==> src/rtl/usb_tx_pkg.sv <==
// Shared types and constants for the USB TX line encoder.
//   tx_state_e  : encoder line-state enumeration
//   LINE_J      : idle/J line level on dout
//   DEF_*       : default parameter values
package usb_tx_pkg;

   typedef enum logic [2:0] {
      IDLE,
      DATA,
      STUFF,
      EOP_SE0,
      EOP_J
   } tx_state_e;

   localparam logic        LINE_J           = 1'b1;
   localparam int unsigned DEF_DATA_W       = 8;
   localparam int unsigned DEF_STUFF_LEN    = 6;
   localparam int unsigned DEF_EOP_SE0_BITS = 2;

endpackage

==> src/rtl/usb_tx_line_encoder_if.sv <==
// Word handshake between the TX packet assembler (master) and the encoder (slave).
//   tx_data  : word to send, bit 0 first
//   tx_valid : tx_data/tx_last valid
//   tx_last  : word is the last of its packet
//   tx_ready : encoder accepts the word this cycle
interface usb_tx_line_encoder_if
   import usb_tx_pkg::*;
#(
   parameter int unsigned DATA_W = DEF_DATA_W
);

   logic [DATA_W-1:0] tx_data;
   logic              tx_valid;
   logic              tx_last;
   logic              tx_ready;

   modport master (
      output tx_data,
      output tx_valid,
      output tx_last,
      input  tx_ready
   );

   modport slave (
      input  tx_data,
      input  tx_valid,
      input  tx_last,
      output tx_ready
   );

endinterface

==> src/rtl/usb_bit_stuffer.sv <==
// Counts consecutive transmitted 1s and requests a stuff bit when the run hits STUFF_LEN.
//   clk, rst_b   : clock, async active-low reset
//   data_adv     : a data bit is driven on this edge
//   data_bit     : value of that data bit
//   restart      : first bit of a packet; count starts from zero
//   stuff_adv    : a stuff bit is driven on this edge (clears the run)
//   stuff_req_c  : combinational; the bit driven now completes a STUFF_LEN run
module usb_bit_stuffer
   import usb_tx_pkg::*;
#(
   parameter int unsigned STUFF_LEN = DEF_STUFF_LEN
) (
   input  logic clk,
   input  logic rst_b,
   input  logic data_adv,
   input  logic data_bit,
   input  logic restart,
   input  logic stuff_adv,
   output logic stuff_req_c
);

   localparam int unsigned CW = $clog2(STUFF_LEN + 1);

   logic [CW-1:0] ones;
   logic [CW-1:0] ones_base;
   logic [CW-1:0] ones_nxt;

   // Run length after the bit currently being driven.
   always_comb begin
      ones_base   = restart ? '0 : ones;
      ones_nxt    = data_bit ? ones_base + CW'(1) : '0;
      stuff_req_c = data_adv && (ones_nxt == CW'(STUFF_LEN));
   end

   always_ff @(posedge clk or negedge rst_b) begin
      if (!rst_b) begin
         ones <= '0;
      end else if (data_adv) begin
         ones <= ones_nxt;
      end else if (stuff_adv) begin
         ones <= '0;
      end
   end

endmodule

==> src/rtl/usb_tx_line_encoder.sv <==
// USB transmit line encoder: serialises handshaked words LSB first, inserts stuff
// zeros, NRZI-encodes and frames each packet with SE0 x EOP_SE0_BITS then J.
//   clk, rst_b : clock, async active-low reset
//   bit_en     : one-cycle strobe per bit time; line state advances only on it
//   tx         : word handshake (slave side)
//   dout       : NRZI line level (1 = J)
//   se0        : drive SE0, overrides dout at the driver
//   oe         : driver output enable
//   underrun   : one-cycle pulse when a packet is aborted for lack of data
module usb_tx_line_encoder
   import usb_tx_pkg::*;
#(
   parameter int unsigned DATA_W       = DEF_DATA_W,
   parameter int unsigned STUFF_LEN    = DEF_STUFF_LEN,
   parameter int unsigned EOP_SE0_BITS = DEF_EOP_SE0_BITS
) (
   input  logic                  clk,
   input  logic                  rst_b,
   input  logic                  bit_en,
   usb_tx_line_encoder_if.slave  tx,
   output logic                  dout,
   output logic                  se0,
   output logic                  oe,
   output logic                  underrun
);

   localparam int unsigned BCW = (DATA_W > 1) ? $clog2(DATA_W) : 1;
   localparam int unsigned ECW = (EOP_SE0_BITS > 1) ? $clog2(EOP_SE0_BITS) : 1;

   tx_state_e          state;
   logic [DATA_W-1:0]  sh;
   logic [BCW-1:0]     bit_cnt;
   logic               cur_last;
   logic               sh_valid;
   logic [DATA_W-1:0]  hold_data;
   logic               hold_last;
   logic               hold_valid;
   logic [ECW-1:0]     eop_cnt;

   logic [DATA_W-1:0]  src_word_c;
   logic [BCW-1:0]     src_idx_c;
   logic               src_last_c;
   logic               data_bit_c;
   logic               final_c;
   logic               start_c;
   logic               data_adv_c;
   logic               stuff_adv_c;
   logic               reload_c;
   logic               stuff_req_c;

   // Ready depends only on registered state.
   assign tx.tx_ready = !hold_valid && (state != EOP_SE0) && (state != EOP_J);

   // The bit driven on this edge comes from the holding register when a packet
   // starts, otherwise from the shift register.
   always_comb begin
      src_word_c = sh;
      src_idx_c  = bit_cnt;
      src_last_c = cur_last;
      if (state == IDLE) begin
         src_word_c = hold_data;
         src_idx_c  = '0;
         src_last_c = hold_last;
      end
      data_bit_c  = src_word_c[0];
      final_c     = (src_idx_c == BCW'(DATA_W - 1));
      start_c     = bit_en && (state == IDLE) && hold_valid;
      data_adv_c  = start_c || (bit_en && (state == DATA));
      stuff_adv_c = bit_en && (state == STUFF);
      // Next word of the same packet is loaded on the edge that drives the final bit.
      reload_c    = (state == DATA) && final_c && !src_last_c && hold_valid;
   end

   usb_bit_stuffer #(
      .STUFF_LEN (STUFF_LEN)
   ) u_stuffer (
      .clk         (clk),
      .rst_b       (rst_b),
      .data_adv    (data_adv_c),
      .data_bit    (data_bit_c),
      .restart     (start_c),
      .stuff_adv   (stuff_adv_c),
      .stuff_req_c (stuff_req_c)
   );

   // Line FSM, shift/holding registers and registered line outputs.
   always_ff @(posedge clk or negedge rst_b) begin
      if (!rst_b) begin
         state      <= IDLE;
         sh         <= '0;
         bit_cnt    <= '0;
         cur_last   <= 1'b0;
         sh_valid   <= 1'b0;
         hold_data  <= '0;
         hold_last  <= 1'b0;
         hold_valid <= 1'b0;
         eop_cnt    <= '0;
         dout       <= LINE_J;
         se0        <= 1'b0;
         oe         <= 1'b0;
         underrun   <= 1'b0;
      end else begin
         underrun <= 1'b0;

         if (tx.tx_valid && tx.tx_ready) begin
            hold_data  <= tx.tx_data;
            hold_last  <= tx.tx_last;
            hold_valid <= 1'b1;
         end

         if (data_adv_c) begin
            // A 0 toggles the line, a 1 holds it.
            dout     <= data_bit_c ? dout : ~dout;
            se0      <= 1'b0;
            oe       <= 1'b1;
            sh       <= src_word_c >> 1;
            bit_cnt  <= final_c ? '0 : src_idx_c + BCW'(1);
            cur_last <= src_last_c;
            sh_valid <= !final_c || reload_c;
            if (start_c) begin
               hold_valid <= 1'b0;
            end
            if (reload_c) begin
               sh         <= hold_data;
               cur_last   <= hold_last;
               hold_valid <= 1'b0;
            end
            if (stuff_req_c) begin
               state <= STUFF;
            end else if (!final_c || reload_c) begin
               state <= DATA;
            end else begin
               state    <= EOP_SE0;
               underrun <= !src_last_c;
            end
         end else if (bit_en) begin
            case (state)
               IDLE: begin
                  dout <= LINE_J;
                  se0  <= 1'b0;
                  oe   <= 1'b0;
               end
               STUFF: begin
                  dout <= ~dout;
                  if (sh_valid) begin
                     state <= DATA;
                  end else if (cur_last) begin
                     state <= EOP_SE0;
                  end else if (hold_valid) begin
                     sh         <= hold_data;
                     cur_last   <= hold_last;
                     bit_cnt    <= '0;
                     sh_valid   <= 1'b1;
                     hold_valid <= 1'b0;
                     state      <= DATA;
                  end else begin
                     underrun <= 1'b1;
                     state    <= EOP_SE0;
                  end
               end
               EOP_SE0: begin
                  se0 <= 1'b1;
                  oe  <= 1'b1;
                  if (eop_cnt == ECW'(EOP_SE0_BITS - 1)) begin
                     eop_cnt <= '0;
                     state   <= EOP_J;
                  end else begin
                     eop_cnt <= eop_cnt + ECW'(1);
                  end
               end
               EOP_J: begin
                  se0   <= 1'b0;
                  dout  <= LINE_J;
                  oe    <= 1'b1;
                  state <= IDLE;
               end
               default: begin
                  state <= IDLE;
               end
            endcase
         end
      end
   end

endmodule

==> src/flat_wrapper.sv <==
// flat-port wrapper written by rule: the top's interface ports become plain ports
module usb_tx_line_encoder_flat import usb_tx_pkg::*;
#(
   parameter int unsigned DATA_W       = DEF_DATA_W,
   parameter int unsigned STUFF_LEN    = DEF_STUFF_LEN,
   parameter int unsigned EOP_SE0_BITS = DEF_EOP_SE0_BITS
)
  (clk, rst_b, bit_en, dout, se0, oe, underrun, tx_tx_data, tx_tx_valid, tx_tx_last, tx_tx_ready);
  usb_tx_line_encoder_if #(.DATA_W(DATA_W)) tx_i ();
  input  logic clk;
  input  logic rst_b;
  input  logic bit_en;
  output logic dout;
  output logic se0;
  output logic oe;
  output logic underrun;
  input wire logic [$bits(tx_i.tx_data)-1:0] tx_tx_data;
  input wire logic [$bits(tx_i.tx_valid)-1:0] tx_tx_valid;
  input wire logic [$bits(tx_i.tx_last)-1:0] tx_tx_last;
  output wire logic [$bits(tx_i.tx_ready)-1:0] tx_tx_ready;
  assign tx_i.tx_data = tx_tx_data;
  assign tx_i.tx_valid = tx_tx_valid;
  assign tx_i.tx_last = tx_tx_last;
  assign tx_tx_ready = tx_i.tx_ready;
  usb_tx_line_encoder #(.DATA_W(DATA_W), .STUFF_LEN(STUFF_LEN), .EOP_SE0_BITS(EOP_SE0_BITS)) u_core (.clk(clk), .rst_b(rst_b), .bit_en(bit_en), .tx(tx_i), .dout(dout), .se0(se0), .oe(oe), .underrun(underrun));
endmodule
==> config.mk <==
export PLATFORM = sky130hd
export DESIGN_NAME = usb_tx_line_encoder_flat
export DESIGN_NICKNAME = d
export VERILOG_FILES = /design/src/rtl/usb_tx_pkg.sv /design/src/rtl/usb_tx_line_encoder_if.sv /design/src/rtl/usb_bit_stuffer.sv /design/src/rtl/usb_tx_line_encoder.sv /design/src/flat_wrapper.sv
export SDC_FILE = /design/constraint.sdc
export NUM_CORES = 1
export LEC_CHECK = 0
export CAP_MARGIN = 0
export CORE_ASPECT_RATIO = 0.9
export CORE_MARGIN = 10
export CORE_UTILIZATION = 47
export DETAILED_ROUTE_END_ITERATION = 12
export GPL_TIMING_DRIVEN = 0
export PLACE_DENSITY_LB_ADDON = 0.12
export SLEW_MARGIN = 0
export SYNTH_ARGS = -nofsm -noshare
export SYNTH_HDL_FRONTEND = slang
export SYNTH_SLANG_ARGS = --single-unit
==> constraint.sdc <==
create_clock -name clk -period 2.59 [get_ports clk]
set_clock_uncertainty 0.15 [all_clocks]
set_input_delay 0.3885 -clock clk [delete_from_list [all_inputs] [get_ports clk]]
set_output_delay 0.3885 -clock clk [all_outputs]
set_load 0.03 [all_outputs]
* Word level (Yosys, flattened, before mapping) *
Index checks and enable logic that the tools add are counted.

cells by class
  mux-type cells = 71
  reductions and logical operators = 34
  eq/ne operators = 13
  bitwise gates (word level) = 2
  add/subtract/negate cells = 3

operators with widths
  cell                                           count
  two-way mux 8 bit                              8
  two-way mux 3 bit                              18
  two-way mux 1 bit                              39
  AND reduction 3 bit                            4
  logical AND 1 bit                              11
  == test 3 bit, second input constant           3
  case mux 3 bit (3 select lines)                1
  nonzero test 3 bit                             3
  != test 2 bit, second input constant           4
  nonzero test 2 bit                             4
  adder 3 x 1 -> 3 bit, second input constant    2
  == test 3 x 2 -> 1 bit, second input constant  2
  != test 3 x 2 -> 1 bit, second input constant  2
  case mux 1 bit (2 select lines)                3
  AND reduction 2 bit                            3
  AND reduction 5 bit                            1
  two-way mux 2 bit                              2
  OR reduction 2 bit                             2
  == test 3 x 1 -> 1 bit, second input constant  1
  zero test 1 bit                                3
  zero test 3 bit                                1
  != test 3 bit, second input constant           1
  logical OR 1 bit                               2
  inverter 1 bit                                 2
  adder 1 bit, second input constant             1

storage, ports and cells
  input bits = 13
  word-level logic and storage cells = 137
  flip-flop bits (word level) = 34

* Longest topological paths before layout *
Gate-level depths: netlist of the first run.

  depth after elaboration = 11
  depth in mapped cells = 11
  depth with buffers taken out = 9

* By module *
From an unflattened synthesis of the first run, not the netlist that was laid out.

unflattened totals
  cell total of the unflattened synthesis = 166
  area, all modules = 1835.5 um2

by module, submodules not included
  module               area each (um2)  seq. area each (um2)  instances  cells an instance
  usb_tx_line_encoder  1652.8           777.0                 1          147
  usb_bit_stuffer      182.7            75.1                  1          19

* Worst setup path after synthesis of the first run *
No wires, ideal clock.

  path kind = register to register
  start point = register u_core.state[1]
  end point = register u_core.state[0]
  clock period less this slack = 2.483 ns
  path slack = 0.107 ns
  cell stages (with the launch flop) = 11
  library setup time = 0.124 ns
  arrival time = 2.209 ns
  required time = 2.316 ns
  path through = dfrtp_1 -> buf_6 -> buf_2 -> nor3_4 -> nand3_1 -> and2_1 -> ha_1 -> xor2_1 -> nor4b_1 -> a21oi_1 -> o21bai_1

on the way
  cells in the longest elaborated chain, start to end = 10
  elaborated cells on any way between the ends = 22

RTL lines
  item                             line                                                                              source
  from (decl)                      usb_tx_line_encoder.sv:30                                                         tx_state_e state;
  from (signal assigned)           usb_tx_line_encoder.sv:89                                                         state <= IDLE;
  from (signal assigned)           usb_tx_line_encoder.sv:129                                                        state <= STUFF;
  from (signal assigned)           usb_tx_line_encoder.sv:131                                                        state <= DATA;
  zero test 3 bit                  usb_tx_line_encoder.sv:60, usb_tx_line_encoder.sv:67, usb_tx_line_encoder.sv:137
  logical AND 1 bit (2 in series)  usb_tx_line_encoder.sv:67                                                         start_c = bit_en && (state == IDLE) && hold_valid;
  two-way mux 3 bit                usb_bit_stuffer.sv:30                                                             ones_base = restart ? '0 : ones;
  adder 3 x 1 -> 3 bit             usb_bit_stuffer.sv:31                                                             ones_nxt = data_bit ? ones_base + CW'(1) : '0;
  two-way mux 3 bit                usb_bit_stuffer.sv:31
  == test 3 bit                    usb_bit_stuffer.sv:32                                                             stuff_req_c = data_adv && (ones_nxt == CW'(STUFF_LEN));
  logical AND 1 bit                usb_bit_stuffer.sv:32
  two-way mux 3 bit                usb_tx_line_encoder.sv:128                                                        if (stuff_req_c) begin
  two-way mux 3 bit                usb_tx_line_encoder.sv:111                                                        if (data_adv_c) begin

Parallel ways exist; a longest one is shown, timed or not. The select of a mux whose other input is x is not followed.
A chain may end at the register's enable or synchronous reset.

* Final worst setup path of the first run *
  start point = register u_core.state[1]
  end point = register u_core.sh[5]

on the way
  cells in the longest elaborated chain, start to end = 8
  elaborated cells on any way between the ends = 23

RTL lines
  item                             line                                                  source
  zero test 3 bit                  usb_tx_line_encoder.sv:60, usb_tx_line_encoder.sv:67
  two-way mux 3 bit                usb_tx_line_encoder.sv:60                             if (state == IDLE) begin
  == test 3 bit                    usb_tx_line_encoder.sv:66                             final_c = (src_idx_c == BCW'(DATA_W - 1));
  logical AND 1 bit (3 in series)  usb_tx_line_encoder.sv:71                             reload_c = (state == DATA) && final_c && !src_last_c && hold_valid;
  two-way mux 8 bit                usb_tx_line_encoder.sv:123                            if (reload_c) begin
  two-way mux 8 bit                usb_tx_line_encoder.sv:111
  to (signal assigned)             usb_tx_line_encoder.sv:116                            sh <= src_word_c >> 1;
  to (signal assigned)             usb_tx_line_encoder.sv:124                            sh <= hold_data;
  to (signal assigned)             usb_tx_line_encoder.sv:150                            sh <= hold_data;
  to (decl)                        usb_tx_line_encoder.sv:31                             logic [DATA_W-1:0] sh;

Parallel ways exist; a longest one is shown, timed or not.

==> results.sh, run 1 <==
export IMPL_fin_cells=268
export IMPL_p_seq_frac=0.334
export IMPL_cts_htree_levels=2
export IMPL_p_int_uw=1580
export IMPL_clk_latency_ns=0.29
export IMPL_synth_edf_count=0
export IMPL_grt_pass1_wl_microns=7490
export IMPL_dp_slack_ns=-0.433
export IMPL_ir_drop_mv=0.410
export IMPL_dieHeight_microns=80.9
export IMPL_relSlewSlack=0.472
export IMPL_globalRoute_totalOverflow=0
export IMPL_cp_cell_sequence="buf_6 -> or3_4 -> buf_6 -> and2_1 -> ha_1 -> ha_2 -> nand4bb_1 -> o31ai_2 -> a221o_1"
export IMPL_setup_viol=0
export IMPL_period_minus_slack_ns=2.56
export IMPL_core_area_sq_um=4020
export IMPL_cts_hold_buf=0
export IMPL_combPwrFrac=0.514
export IMPL_grt_pass1_vias=1541
export IMPL_drt_iter0_drc=226
export IMPL_cp_data_arrival_time_ns=2.58
export IMPL_syn_to_final_growth_pct=20.9
export IMPL_ys_seq_area_frac=0.440
export IMPL_gp_congestion=0.900
export IMPL_setup_tns_ns=0
export IMPL_worst_pin_slew_ns=0.792
export IMPL_rsz0062_at_grt="yes"
export IMPL_dr_pass1_iters=4
export IMPL_slew_violations=0
export IMPL_cp_end_kind="flop"
export IMPL_start_kind="flop"
export IMPL_maxCapViolations=0
export IMPL_synthFlopType="dfrtp_1"
export IMPL_layout_drive_gt1_share=0.232
export IMPL_dieWidth_microns=87.6
export IMPL_diodes=0
export IMPL_ys_ff_latch=34
export IMPL_worstSetupPathType="reg -> reg"
export IMPL_slowest_stage="dfrtp_1"
export IMPL_power_frac_clock=0.152
export IMPL_p_leak_uw=0.00100
export IMPL_path_clk_slew_ns=0.07
export IMPL_outcome="complete, no violations"
export IMPL_antenna_left=0
export IMPL_wl_per_cell_microns=17.1
export IMPL_cp_slowest_stage_delay_ns=0.40
export IMPL_fin_ws_ns=0.0307
export IMPL_worst_path_most_repeated_cell="buf_6"
export IMPL_netlist_instances=192
export IMPL_cts_buffers=5
export IMPL_min_path_type="in -> async"
export IMPL_syn_num_nets=208
export IMPL_hold_viol_final=0
export IMPL_syn_area_per_cell_sq_um=10.1
export IMPL_placed_cell_area_sq_um=2160
export IMPL_clockRootBuffer="clkbuf_8"
export IMPL_grt_total_usage=0.133
export IMPL_antenna_found_initial=0
export IMPL_power_switching_uw=1130
export IMPL_grt_max_degree=35
export IMPL_yosysWarnings=0
export IMPL_portBuffers=17
export IMPL_fin_nets=235
export IMPL_via_per_inst=5.96
export IMPL_vias=1597
export IMPL_synthDistinctLibCells=52
export IMPL_top_level_ports=18
export IMPL_fillCellCount=351
export IMPL_whs_ns=0.0226
export IMPL_remaining_drc_errors=0
export IMPL_fmax_mhz=391
export IMPL_clkSinkCount=34
export IMPL_synthesis_area_sq_um=1940
export IMPL_clk_path_buf_depth=2
export IMPL_swShare=0.417
export IMPL_start_util=0.482
export IMPL_num_rows=22
export IMPL_die_area_sq_um=7090
export IMPL_power_density_nw_per_um2=1160
export IMPL_required_ns=2.61
export IMPL_dp_cells=257
export IMPL_synthArstFlopShare=1.00
export IMPL_critPathMaxFanout=10
export IMPL_routed_wl_microns=4590
export IMPL_cts_tree="yes"
export IMPL_fin_crit_sh=0.988
export IMPL_final_cell_area_sq_um=2340
export IMPL_hpwl_microns=3220
==> cell type report <==
type / count / area, sq um / area share
multi-input combinational: 141 / 1040 / 0.444
sequential: 34 / 852 / 0.364
timing repair buffer: 22 / 208 / 0.0887
clock buffer: 6 / 82.6 / 0.0353
buffer: 9 / 65.1 / 0.0278
tap: 48 / 60.1 / 0.0257
inverter: 6 / 22.5 / 0.00962
clock inverter: 2 / 12.5 / 0.00534
==> cell families (layout without fill, tap and decap cells) <==
group                    Yosys count  in the layout  share of synthesized area
adder cells (fa/ha/maj)            3              3                     0.0194
multiplexers                      11             11                     0.0640
AO/OA/AOI/OAI                     56             56                      0.217
buffers and inverters             17             45                     0.0491
AND/OR/NAND/NOR                   68             68                      0.197
XOR/XNOR                           3              3                     0.0136
flip-flops                        34             34                      0.440
==> metal layers <==
layer / wire, microns / part of all wire / track usage
met5: 0 / 0 / 0
met4: 30 / 0.0065 / 0.0287
met3: 310 / 0.068 / 0.0490
met2: 2070 / 0.45 / 0.198
met1: 2190 / 0.48 / 0.180
==> repair_timing <==
item	CTS	global route
setup buffers	4	1
setup endpoints to repair	11	13
pin swaps	2	1
gates resized for setup	2	12
==> synthesized netlist by cell type (2+ instances only) <==
cell	instances	share of area
buf_6	2	0.012
xor2_1	2	0.0091
a22o_1	5	0.023
o21ai_0	6	0.016
nand3_1	5	0.013
nand3b_1	2	0.0078
nand2b_1	4	0.013
and2_1	6	0.019
ha_1	3	0.019
buf_2	4	0.010
a221o_1	8	0.041
a21o_1	3	0.012
o22ai_1	2	0.0065
buf_4	3	0.012
nand2_1	28	0.054
inv_1	6	0.012
a21oi_1	16	0.041
nor4b_1	2	0.0091
nor4_1	2	0.0065
nor2_1	6	0.012
clkbuf_1	2	0.0039
mux2_2	10	0.058
dfrtp_1	33	0.43
nor2b_1	4	0.013
==> final timing paths <==
kind | slack [ns] | cells past startpoint | end | start
min in group clk | 0.34 | 1 | u_core.bit_cnt[1]$_DFFE_PN0P_ | u_core.bit_cnt[1]$_DFFE_PN0P_
max in group asynchronous | 1.76 | 1 | u_core.cur_last$_DFFE_PN0P_ | rst_b
worst min register to register | 0.34 | 1 | u_core.bit_cnt[1]$_DFFE_PN0P_ | u_core.bit_cnt[1]$_DFFE_PN0P_
worst min-delay path | 0.02 | 1 | u_core.hold_valid$_DFF_PN0_ | rst_b
worst max-delay path | 0.03 | 9 | u_core.sh[5]$_DFFE_PN0P_ | u_core.state[1]$_DFFE_PN0P_
worst max register to register | 0.03 | 9 | u_core.sh[5]$_DFFE_PN0P_ | u_core.state[1]$_DFFE_PN0P_
==> flip-flops by register name, summed over array words and instances (netlist names) <==
register,cells
u_core.bit_cnt,3
u_core.cur_last,1
u_core.dout,1
u_core.eop_cnt,1
u_core.hold_data,8
u_core.hold_last,1
u_core.hold_valid,1
u_core.oe,1
u_core.se0,1
u_core.sh,8
u_core.sh_valid,1
u_core.state,3
u_core.u_stuffer.ones,3
u_core.underrun,1
==> worst max-delay path, delay by kind of cell (launching register included) <==
family | cells | cell delay [ns]
and+or+nand+nor | 3 | 0.71
AOI/OAI and AO/OA | 2 | 0.50
DFF | 1 | 0.40
adders and majority gates | 2 | 0.38
buffers and inverters | 2 | 0.30
==> power groups by stage <==
| stage | Combinational (uW) | Sequential (uW) | Clock [uW] |
|---|---|---|---|
| after floorplan | 973 | 912 | 0 |
| after global placement | 1290 | 906 | 0 |
| after detailed placement | 1330 | 914 | 0 |
| after CTS | 1360 | 903 | 423 |
| after global routing | 1530 | 930 | 449 |
| final | 1400 | 907 | 414 |
==> metrics by stage <==
step | utilization | total power (uW)
detailed placement | 0.538 | 2240
global placement | 0.539 | 2200
CTS | 0.569 | 2680
finish | 0.583 | 2720
global route | 0.583 | 2910
floorplan | - | 1880
==> placed cells by master (no fill, tap or decap), types with 2 or more instances in the layout <==
master	count
a21oi_1	13
buf_4	8
nand2_1	27
nand2b_1	4
buf_6	2
o22ai_1	2
nand3_1	4
nand3b_1	2
dlymetal6s2s_1	2
dfrtp_1	33
a21o_1	3
nor2b_1	4
mux2_2	10
nor2_1	6
clkbuf_8	6
nor4_1	2
a22o_1	5
o21ai_0	6
a21oi_2	3
clkdlybuf4s50_1	14
a221o_1	8
inv_1	6
and2_1	6
ha_1	2
buf_2	5
Note: power is estimated with default switching activity, not from simulation.
==> run 2, diff against run 1 <==
CORE_UTILIZATION = 48   (was 47)
clock period = 2.8 ns   (was 2.59 ns; I/O delays follow)
==> run 2 against run 1 <==
Against the previous run:
- cell area decreased by 3.2%
- critical path depth increased by 2
- worst hold slack improved by 0.028 ns
- cell count decreased by 1.9%
- critical path type unchanged
- count of clock-buffer cells in the layout unchanged
- sequential cell count unchanged
- routed wire length increased by 1.5%
- non-clock buffer count decreased by 3
- critical endpoint is now u_core.sh[6]$_DFFE_PN0P_
- global-route usage increased by 0.76 points
- maximum frequency decreased by 3.9%
- sequential share of layout area increased by 1.2 points
==> results.sh, run 2 (synthesis results as in run 1) <==
export IMPL_outcome="complete, no violations"
export IMPL_fin_ws_ns=0.136
export IMPL_relSlewSlack=0.493
export IMPL_clk_path_buf_depth=2
export IMPL_fin_nets=232
export IMPL_fin_crit_sh=0.951
export IMPL_min_path_type="in -> async"
export IMPL_antenna_left=0
export IMPL_dp_slack_ns=-0.289
export IMPL_r2r_start="u_core.state[1]$_DFFE_PN0P_"
export IMPL_hold_viol_final=0
export IMPL_final_cell_area_sq_um=2270
export IMPL_fmax_mhz=375
export IMPL_critPathMaxFanout=10
export IMPL_timing_rr_end="u_core.sh[6]$_DFFE_PN0P_"
export IMPL_portBuffers=17
export IMPL_vias=1589
export IMPL_core_area_sq_um=3810
export IMPL_final_cell_mix="dfrtp_1, nand2_1, a21oi_1, clkdlybuf4s50_1, mux2_2"
export IMPL_clkSinkCount=34
export IMPL_cts_tree="yes"
export IMPL_clk_latency_ns=0.28
export IMPL_cts_htree_levels=2
export IMPL_reg_largest_list="u_core.hold_data x8, u_core.sh x8"
export IMPL_diodes=0
export IMPL_required_ns=2.87
export IMPL_cp_end_kind="flop"
export IMPL_path_clk_slew_ns=0.07
export IMPL_ir_drop_mv=0.435
export IMPL_globalRoute_totalOverflow=0
export IMPL_cp_data_arrival_time_ns=2.74
export IMPL_drt_iter0_drc=139
export IMPL_syn_to_final_growth_pct=17.1
export IMPL_die_area_sq_um=6980
export IMPL_worstSetupPathType="reg -> reg"
export IMPL_dr_pass1_iters=5
export IMPL_hpwl_microns=3350
export IMPL_grt_total_usage=0.140
export IMPL_reg2regPathDepth=11
export IMPL_grt_pass1_wl_microns=7870
export IMPL_top_level_ports=18
export IMPL_gp_congestion=0.937
export IMPL_cts_hold_buf=0
export IMPL_start_kind="flop"
export IMPL_cts_buffers=5
export IMPL_layout_drive_gt1_share=0.184
export IMPL_slew_violations=0
export IMPL_wl_per_cell_microns=17.7
export IMPL_dieHeight_microns=80.2
export IMPL_power_density_nw_per_um2=1100
export IMPL_maxCapViolations=0
export IMPL_worst_pin_slew_ns=0.761
export IMPL_period_minus_slack_ns=2.66
export IMPL_remaining_drc_errors=0
export IMPL_num_rows=21
export IMPL_r2r_slack_ns=0.14
export IMPL_via_per_inst=6.04
export IMPL_grt_max_degree=35
export IMPL_crit_path_end="u_core.sh[6]$_DFFE_PN0P_"
export IMPL_start_util=0.508
export IMPL_grt_pass1_vias=1595
export IMPL_placed_cell_area_sq_um=2160
export IMPL_setup_viol=0
export IMPL_rsz0062_at_grt="no"
export IMPL_crit_start="u_core.state[1]$_DFFE_PN0P_"
export IMPL_antenna_found_initial=0
export IMPL_p_leak_uw=0.000962
export IMPL_routed_wl_microns=4660
export IMPL_dieWidth_microns=86.9
export IMPL_clockRootBuffer="clkbuf_8"
export IMPL_layout_commonest_cell="dfrtp_1"
[run 2: cell count changes in the layout (fill, tap and decap cells not counted), sizes merged]
cell and change:
dlymetal6s2s -2, clkdlybuf4s50 +2, buf -3
[run 2: worst min path at each step]
stage | start | to | slack, ns | cells after the start
finish | rst_b | u_core.state[2]$_DFFE_PN0P_ | 0.05 | 1
global placement | u_core.bit_cnt[0]$_DFFE_PN0P_ | u_core.bit_cnt[0]$_DFFE_PN0P_ | 0.30 | 2
detailed placement | u_core.bit_cnt[0]$_DFFE_PN0P_ | u_core.bit_cnt[0]$_DFFE_PN0P_ | 0.32 | 2
CTS | rst_b | u_core.state[2]$_DFFE_PN0P_ | 0.08 | 1
floorplan | rst_b | u_core.bit_cnt[0]$_DFFE_PN0P_ | -0.03 | 0
global route | rst_b | u_core.state[0]$_DFFE_PN0P_ | 0.1 | 1
[run 2: timing repair]
| action | in CTS | in global routing |
|---|---|---|
| endpoints found under the setup margin | 2 | 9 |
| pin swaps | 1 | 1 |
| gates resized for setup | 0 | 1 |
| buffers inserted | 1 | 1 |
[run 2: per-stage QoR]
step	power, uW	instances	utilization	TNS [ns]	hold slack (ns)
final	2490	263	0.595	0	0.0504
after global routing	2670	263	0.595	0	0.0962
after CTS	2490	263	0.592	0	0.0786
after detailed placement	2090	255	0.567	-0.599	0.322
after global placement	2020	255	0.568	-0.408	0.304
after floorplan	1740	192	-	0	-0.0256
[run 2: area by class of cell]
class,instances,area (sq um)
Fill cell,317,1540
Multi-Input combinational cell,141,995
Sequential cell,34,852
Timing Repair Buffer,19,180
Clock buffer,6,82.6
Buffer,9,65.1
Tap cell,46,57.6
Inverter,6,22.5
Clock inverter,2,12.5
[run 2: power breakdown]
part | switching (uW) | internal (uW)
Sequential | 145 | 695
Combinational | 701 | 561
Clock | 185 | 198
[run 2: per-layer routing]
metal / vias up / track usage / part of all wire
met1: 784 / 0.186 / 0.45
met3: 6 / 0.0575 / 0.072
met2: 44 / 0.204 / 0.46
li1: 755 / - / -
met4: 0 / 0.0405 / 0.010
met5: - / 0 / 0
[run 2: worst max-delay path, cell delays in order (launching register included)]
cell       delay (ns)
dfrtp_1          0.39
buf_6            0.15
or3_4            0.40
buf_6            0.15
and2_1           0.16
ha_1             0.19
ha_1             0.24
nand4bb_1        0.20
o211ai_1         0.12
buf_4            0.19
a21oi_1          0.13
a221o_1          0.12
